--- config.mk ---
export PLATFORM = sky130hd
export DESIGN_NAME = stream_rr_arbiter_flat
export DESIGN_NICKNAME = d
export VERILOG_FILES = /design/src/rtl/stream_rr_arbiter_if.sv /design/src/rtl/stream_rr_arbiter.sv /design/src/flat_wrapper.sv
export SDC_FILE = /design/constraint.sdc
export NUM_CORES = 1
export LEC_CHECK = 0
export BUFFER_PORTS_ARGS = -buffer_cell sky130_fd_sc_hd__buf_2
export CAP_MARGIN = 10
export CORE_ASPECT_RATIO = 1.5
export CORE_MARGIN = 2
export CORE_UTILIZATION = 46
export CTS_BUF_LIST = sky130_fd_sc_hd__clkbuf_4
export CTS_CLUSTER_SIZE = 25
export DETAILED_ROUTE_END_ITERATION = 10
export HOLD_SLACK_MARGIN = 0.1
export PLACE_DENSITY = 0.83
export SLEW_MARGIN = 10
export SYNTH_ARGS = -nofsm -noshare
export SYNTH_HDL_FRONTEND = slang
export SYNTH_SLANG_ARGS = --single-unit
--- constraint.sdc ---
create_clock -name clk -period 3.04 [get_ports clk]
set_clock_uncertainty 0.1 [all_clocks]
set_input_delay 0.608 -clock clk [delete_from_list [all_inputs] [get_ports clk]]
set_output_delay 0.608 -clock clk [all_outputs]
set_load 0.005 [all_outputs]
--- src/rtl/stream_rr_arbiter_if.sv ---
// Handshake bundle between N valid/ready producers, the arbiter and one shared consumer.
// Ports: s_vld/s_data/s_rdy (producer side), m_vld/m_data/m_src/m_rdy (consumer side).
// The slave modport is the arbiter's view; master is the surrounding environment's view.
interface stream_rr_arbiter_if #(
    parameter int N = 4,
    parameter int W = 32
);
    localparam int SW = (N > 1) ? $clog2(N) : 1;

    // Producer side: bit i / slice i belongs to producer i.
    logic [N-1:0]   s_vld;
    logic [N*W-1:0] s_data;
    logic [N-1:0]   s_rdy;

    // Consumer side: one registered beat tagged with its source index.
    logic           m_vld;
    logic [W-1:0]   m_data;
    logic [SW-1:0]  m_src;
    logic           m_rdy;

    modport slave (
        input  s_vld,
        input  s_data,
        output s_rdy,
        output m_vld,
        output m_data,
        output m_src,
        input  m_rdy
    );

    modport master (
        output s_vld,
        output s_data,
        input  s_rdy,
        input  m_vld,
        input  m_data,
        input  m_src,
        output m_rdy
    );
endinterface

--- src/rtl/stream_rr_arbiter.sv ---
// Round-robin arbiter sharing one registered valid/ready output among N producers,
// with a per-grant burst allowance before priority rotates.
// Ports: clk, rst (async active-high), bus (slave modport of stream_rr_arbiter_if).
// Latency: 1 cycle from producer handshake to m_vld. Backpressure: m_rdy low with a
// held beat drops every s_rdy and freezes the priority state.
module stream_rr_arbiter #(
    parameter int N     = 4,
    parameter int W     = 32,
    parameter int BURST = 1
) (
    input  logic               clk,
    input  logic               rst,
    stream_rr_arbiter_if.slave bus
);
    localparam int SW = (N > 1) ? $clog2(N) : 1;
    // Counter must hold values up to BURST before the rotate decision.
    localparam int CW = (BURST > 1) ? $clog2(BURST + 1) : 1;

    // ------------------------------------------------------------------
    // State
    // ------------------------------------------------------------------
    logic [SW-1:0] ptr;
    logic [CW-1:0] burst_cnt;
    logic          out_vld;
    logic [W-1:0]  out_data;
    logic [SW-1:0] out_src;

    // ------------------------------------------------------------------
    // Combinational arbitration
    // ------------------------------------------------------------------
    logic          accept;
    logic          gnt_found;
    logic [SW-1:0] gnt;
    logic [SW:0]   scan_idx;
    logic [W-1:0]  gnt_data;
    logic          xfer;
    logic [N-1:0]  rdy_vec;
    logic [CW-1:0] new_cnt;
    logic [SW-1:0] ptr_nxt;
    logic [CW-1:0] cnt_nxt;

    // Output register can take a new beat when empty or draining this cycle.
    assign accept = !out_vld || bus.m_rdy;

    // Scan ptr, ptr+1, ... wrapping at N; first requester wins. The extra
    // bit on scan_idx lets the wrap subtract work for non-power-of-2 N.
    always_comb begin
        gnt_found = 1'b0;
        gnt       = '0;
        scan_idx  = '0;
        for (int k = 0; k < N; k++) begin
            scan_idx = {1'b0, ptr} + (SW+1)'(k);
            if (scan_idx >= (SW+1)'(N)) begin
                scan_idx = scan_idx - (SW+1)'(N);
            end
            if (!gnt_found && bus.s_vld[scan_idx[SW-1:0]]) begin
                gnt_found = 1'b1;
                gnt       = scan_idx[SW-1:0];
            end
        end
    end

    // Data mux is kept separate from the grant so s_rdy never depends on s_data.
    always_comb begin
        gnt_data = '0;
        for (int i = 0; i < N; i++) begin
            if (gnt == SW'(i)) begin
                gnt_data = bus.s_data[i*W +: W];
            end
        end
    end

    assign xfer = accept && gnt_found;

    // One-hot ready toward the granted producer; held low through reset.
    always_comb begin
        rdy_vec = '0;
        if (!rst && xfer) begin
            rdy_vec[gnt] = 1'b1;
        end
    end

    assign bus.s_rdy = rdy_vec;

    // Burst accounting: a win by the pointed-at source extends its run,
    // a win by anyone else starts a fresh run of one beat.
    always_comb begin
        new_cnt = (gnt == ptr) ? (burst_cnt + CW'(1)) : CW'(1);
        if (new_cnt >= CW'(BURST)) begin
            ptr_nxt = (gnt == SW'(N - 1)) ? '0 : (gnt + SW'(1));
            cnt_nxt = '0;
        end else begin
            ptr_nxt = gnt;
            cnt_nxt = new_cnt;
        end
    end

    // ------------------------------------------------------------------
    // Registered output stage and priority state
    // ------------------------------------------------------------------
    always_ff @(posedge clk or posedge rst) begin
        if (rst) begin
            out_vld   <= 1'b0;
            out_data  <= '0;
            out_src   <= '0;
            ptr       <= '0;
            burst_cnt <= '0;
        end else begin
            if (xfer) begin
                // Fill (possibly while draining): full 1 beat/cycle throughput.
                out_vld   <= 1'b1;
                out_data  <= gnt_data;
                out_src   <= gnt;
                ptr       <= ptr_nxt;
                burst_cnt <= cnt_nxt;
            end else if (out_vld && bus.m_rdy) begin
                // Drain only; data/src keep their last values.
                out_vld <= 1'b0;
            end
        end
    end

    assign bus.m_vld  = out_vld;
    assign bus.m_data = out_data;
    assign bus.m_src  = out_src;

endmodule

--- src/flat_wrapper.sv ---
// flat-port wrapper written by rule: the top's interface ports become plain ports
module stream_rr_arbiter_flat 
#(
    parameter int N     = 4,
    parameter int W     = 32,
    parameter int BURST = 1
)
  (clk, rst, bus_s_vld, bus_s_data, bus_s_rdy, bus_m_vld, bus_m_data, bus_m_src, bus_m_rdy);
  stream_rr_arbiter_if #(.N(N), .W(W)) bus_i ();
  input  logic clk;
  input  logic rst;
  input wire logic [$bits(bus_i.s_vld)-1:0] bus_s_vld;
  input wire logic [$bits(bus_i.s_data)-1:0] bus_s_data;
  output wire logic [$bits(bus_i.s_rdy)-1:0] bus_s_rdy;
  output wire logic [$bits(bus_i.m_vld)-1:0] bus_m_vld;
  output wire logic [$bits(bus_i.m_data)-1:0] bus_m_data;
  output wire logic [$bits(bus_i.m_src)-1:0] bus_m_src;
  input wire logic [$bits(bus_i.m_rdy)-1:0] bus_m_rdy;
  assign bus_i.s_vld = bus_s_vld;
  assign bus_i.s_data = bus_s_data;
  assign bus_s_rdy = bus_i.s_rdy;
  assign bus_m_vld = bus_i.m_vld;
  assign bus_m_data = bus_i.m_data;
  assign bus_m_src = bus_i.m_src;
  assign bus_i.m_rdy = bus_m_rdy;
  stream_rr_arbiter #(.N(N), .W(W), .BURST(BURST)) u_core (.clk(clk), .rst(rst), .bus(bus_i));
endmodule
==> results.yml <==
setup_path:
  slowest_stage: "or4_1"
  crit_buf_inv: 1
  cp_top_family: "simple AND/OR/NAND/NOR gates"
  crit_required_ps: 2330
  worst-setup-path-type: "flip-flop to primary output"
  worstPathArrival_ps: 2160
  critPathMaxStageDelay_ps: 570
  crit_fanout: 5
  critPathLaunchType: "flip-flop"
  crit_chain: "mux2i_1 > nor2_1 > or4_1 > ha_1 > and3_1 > buf_2"
  end_kind: "primary output"
synthesis:
  synth_flop_cell: "dfrtp_1"
  async_flop_share_pct: 100.0
  syn_nets: 475
  syn-cell-area_um2: 3048
  synth_edf_count: 0
  yosysSeqAreaShare_pct: 30.38
  synthDistinctLibCells: 33
  synth_seq_cells: 37
  avgSynthCellArea_um2: 9.071
  synth_cells: 336
  yosysWarnings: 0
placement:
  portBuffers: 173
  hpwl_um: 6701
  gp_congestion: 0.8343
  dp_slack_ps: 67.13
die:
  row_count: 36
  ios: 174
  die_y_um: 103.7
  die_x_um: 70.46
  start_util_pct: 47.32
  core_um2: 6441
  dieArea_um2: 7306
clock_tree:
  cts_root_buf: "clkbuf_4"
  cts_setup_buffers: 0
  htree_levels: 2
  clkTransAtPathRegs_ps: 110
  clock_path_buffers: 2
  cts_resized: 0
  clk_latency_ps: 330
  cts_buffers: 5
  cts_sinks: 37
  tritoncts: "yes"
timing:
  hold_viol_final: 0
  maxSlewHeadroom_pct: 19.02
  worst_pin_slew_ps: 1213
  drv_slew: 0
  tns_ps: 0
  fmax_mhz: 348.3
  grt_setup_unrepaired: "no"
  hold_slack_ps: 426.5
  fin_crit_ps: 2871
  layout_setup_ws_ps: 169.3
  period_share_pct: 94.43
  setup_viol: 0
global_route:
  gr-total-overflow: 0
  first_global_vias: 3211
  grt_max_degree: 39
  grt.total_usage_pct: 24.10
  antenna_found_initial: 0
  grt_pass1_wl_um: 14480
status:
  status: "finished clean"
power:
  peakVddDrop_mv: 0.3009
  p_int_w: 0.001812
  p_seq_share_pct: 28.0
  switching_power_w: 0.001238
  p_per_area_nw_per_um2: 754.0
  switching_share_pct: 40.58
  pwr-share-clk_pct: 13.8
  p_leak_nw: 1.859
  pwr-share-comb_pct: 58.2
  p_total_w: 0.003050
detailed_routing:
  vias: 3228
  wl_um: 8928
  dr.pass1.iters: 4
  vias_per_cell: 5.624
  route.detailed.drc: 0
  wl_per_cell_um: 15.55
  drt_iter0_markers: 227
  ant_nets: 0
finish:
  mostFrequentLayoutCells: "173 x buf_2, 37 x dfrtp_1, 36 x a21oi_1, 34 x nand2_1, 33 x inv_1"
  area_growth_pct: 32.72
  layout.nets: 636
  antenna_cells: 0
  final_common_cell: "buf_2"
  drive_gt1_share_pct: 53.61
  final_core_util_pct: 62.80
job:
  cap_violations: 0
worst_hold_path:
  min_path_type: "flip-flop to flip-flop"
[metal layers]
metal	global-route usage, %	wire, µm
met5	0	0
met4	10.30	277
met1	26.90	3407
met2	43.73	4729
met3	4.280	513
[synth_stat cells (3+ instances only)]
cell type / number / area share [%]
a31oi_2: 30 / 12
nand3b_1: 32 / 7.9
and3_1: 4 / 0.82
buf_1: 3 / 0.37
buf_12: 3 / 2.0
dfrtp_1: 37 / 30
ha_1: 4 / 1.6
inv_1: 34 / 4.2
buf_6: 4 / 1.5
nand2b_1: 4 / 0.82
nor2_1: 3 / 0.37
a21oi_1: 36 / 5.9
nand2_1: 34 / 4.2
buf_2: 8 / 1.3
clkbuf_1: 18 / 2.2
a221o_1: 32 / 11
a21oi_2: 30 / 8.6
[tightest hold or removal path, stage by stage (launching register included)]
cell     delay [ps]
dfrtp_1         360
o21ai_0          80
o31ai_1          60
[worst paths after layout]
check / start / slack [ps] / endpoint / cells past startpoint
setup / recovery: u_core.ptr[1] / 170 / bus_s_rdy[0] / 6
hold / removal: u_core.bus.m_src[0] / 430 / u_core.bus.m_src[0] / 2
setup reg to reg: u_core.ptr[1] / 450 / u_core.bus.m_data[5] / 8
hold reg to reg: u_core.bus.m_src[0] / 430 / u_core.bus.m_src[0] / 2
max in group asynchronous: rst / 1840 / u_core.bus.m_data[0] / 4
min in group asynchronous: rst / 560 / u_core.bus.m_data[24] / 3
[through the flow]
stage / std cells / cell area (µm²)
final: 574 / 4045
after global routing: 574 / 4045
after CTS: 573 / 4039
after detailed placement: 564 / 3926
after global placement: 564 / 3926
after floorplan: 336 / 3048
[sequential cells by signal (all words and copies together) (netlist names)]
register / count
u_core.bus.m_data: 32
u_core.ptr: 2
u_core.bus.m_src: 2
u_core.bus.m_vld: 1
[kinds of logic after synthesis]
| family | Yosys count | synth area share [%] |
|---|---|---|
| DFF | 37 | 30.38 |
| adders and majority gates | 4 | 1.642 |
| AOI/OAI and AO/OA | 137 | 39.49 |
| and+or+nand+nor | 85 | 16.01 |
| buffers and inverters | 71 | 11.78 |
| muxes | 2 | 0.6979 |
[area by class of cell]
| type | count | area (µm²) |
|---|---|---|
| clock inverter | 3 | 65.06 |
| timing repair buffer | 190 | 1008 |
| multi-input combinational | 229 | 1785 |
| inverter | 34 | 127.6 |
| sequential | 37 | 925.9 |
| tap | 76 | 95.09 |
| fill | 583 | 2396 |
| clock buffer | 5 | 37.54 |
[power by group through the flow]
stage               registers (W)  clock network, W  logic (W)
floorplan                0.000873                 0    0.00118
global placement         0.000852                 0    0.00172
detailed placement       0.000867                 0    0.00177
CTS                      0.000855          0.000432    0.00178
global route             0.000884          0.000450    0.00195
finish                   0.000853          0.000422    0.00177
[timing repair]
action,in CTS,in global routing
endpoints found under the setup margin,0,4
hold buffers,1,0
endpoints found under the hold margin,1,0
No activity file was read; power rests on OpenSTA's default activity.
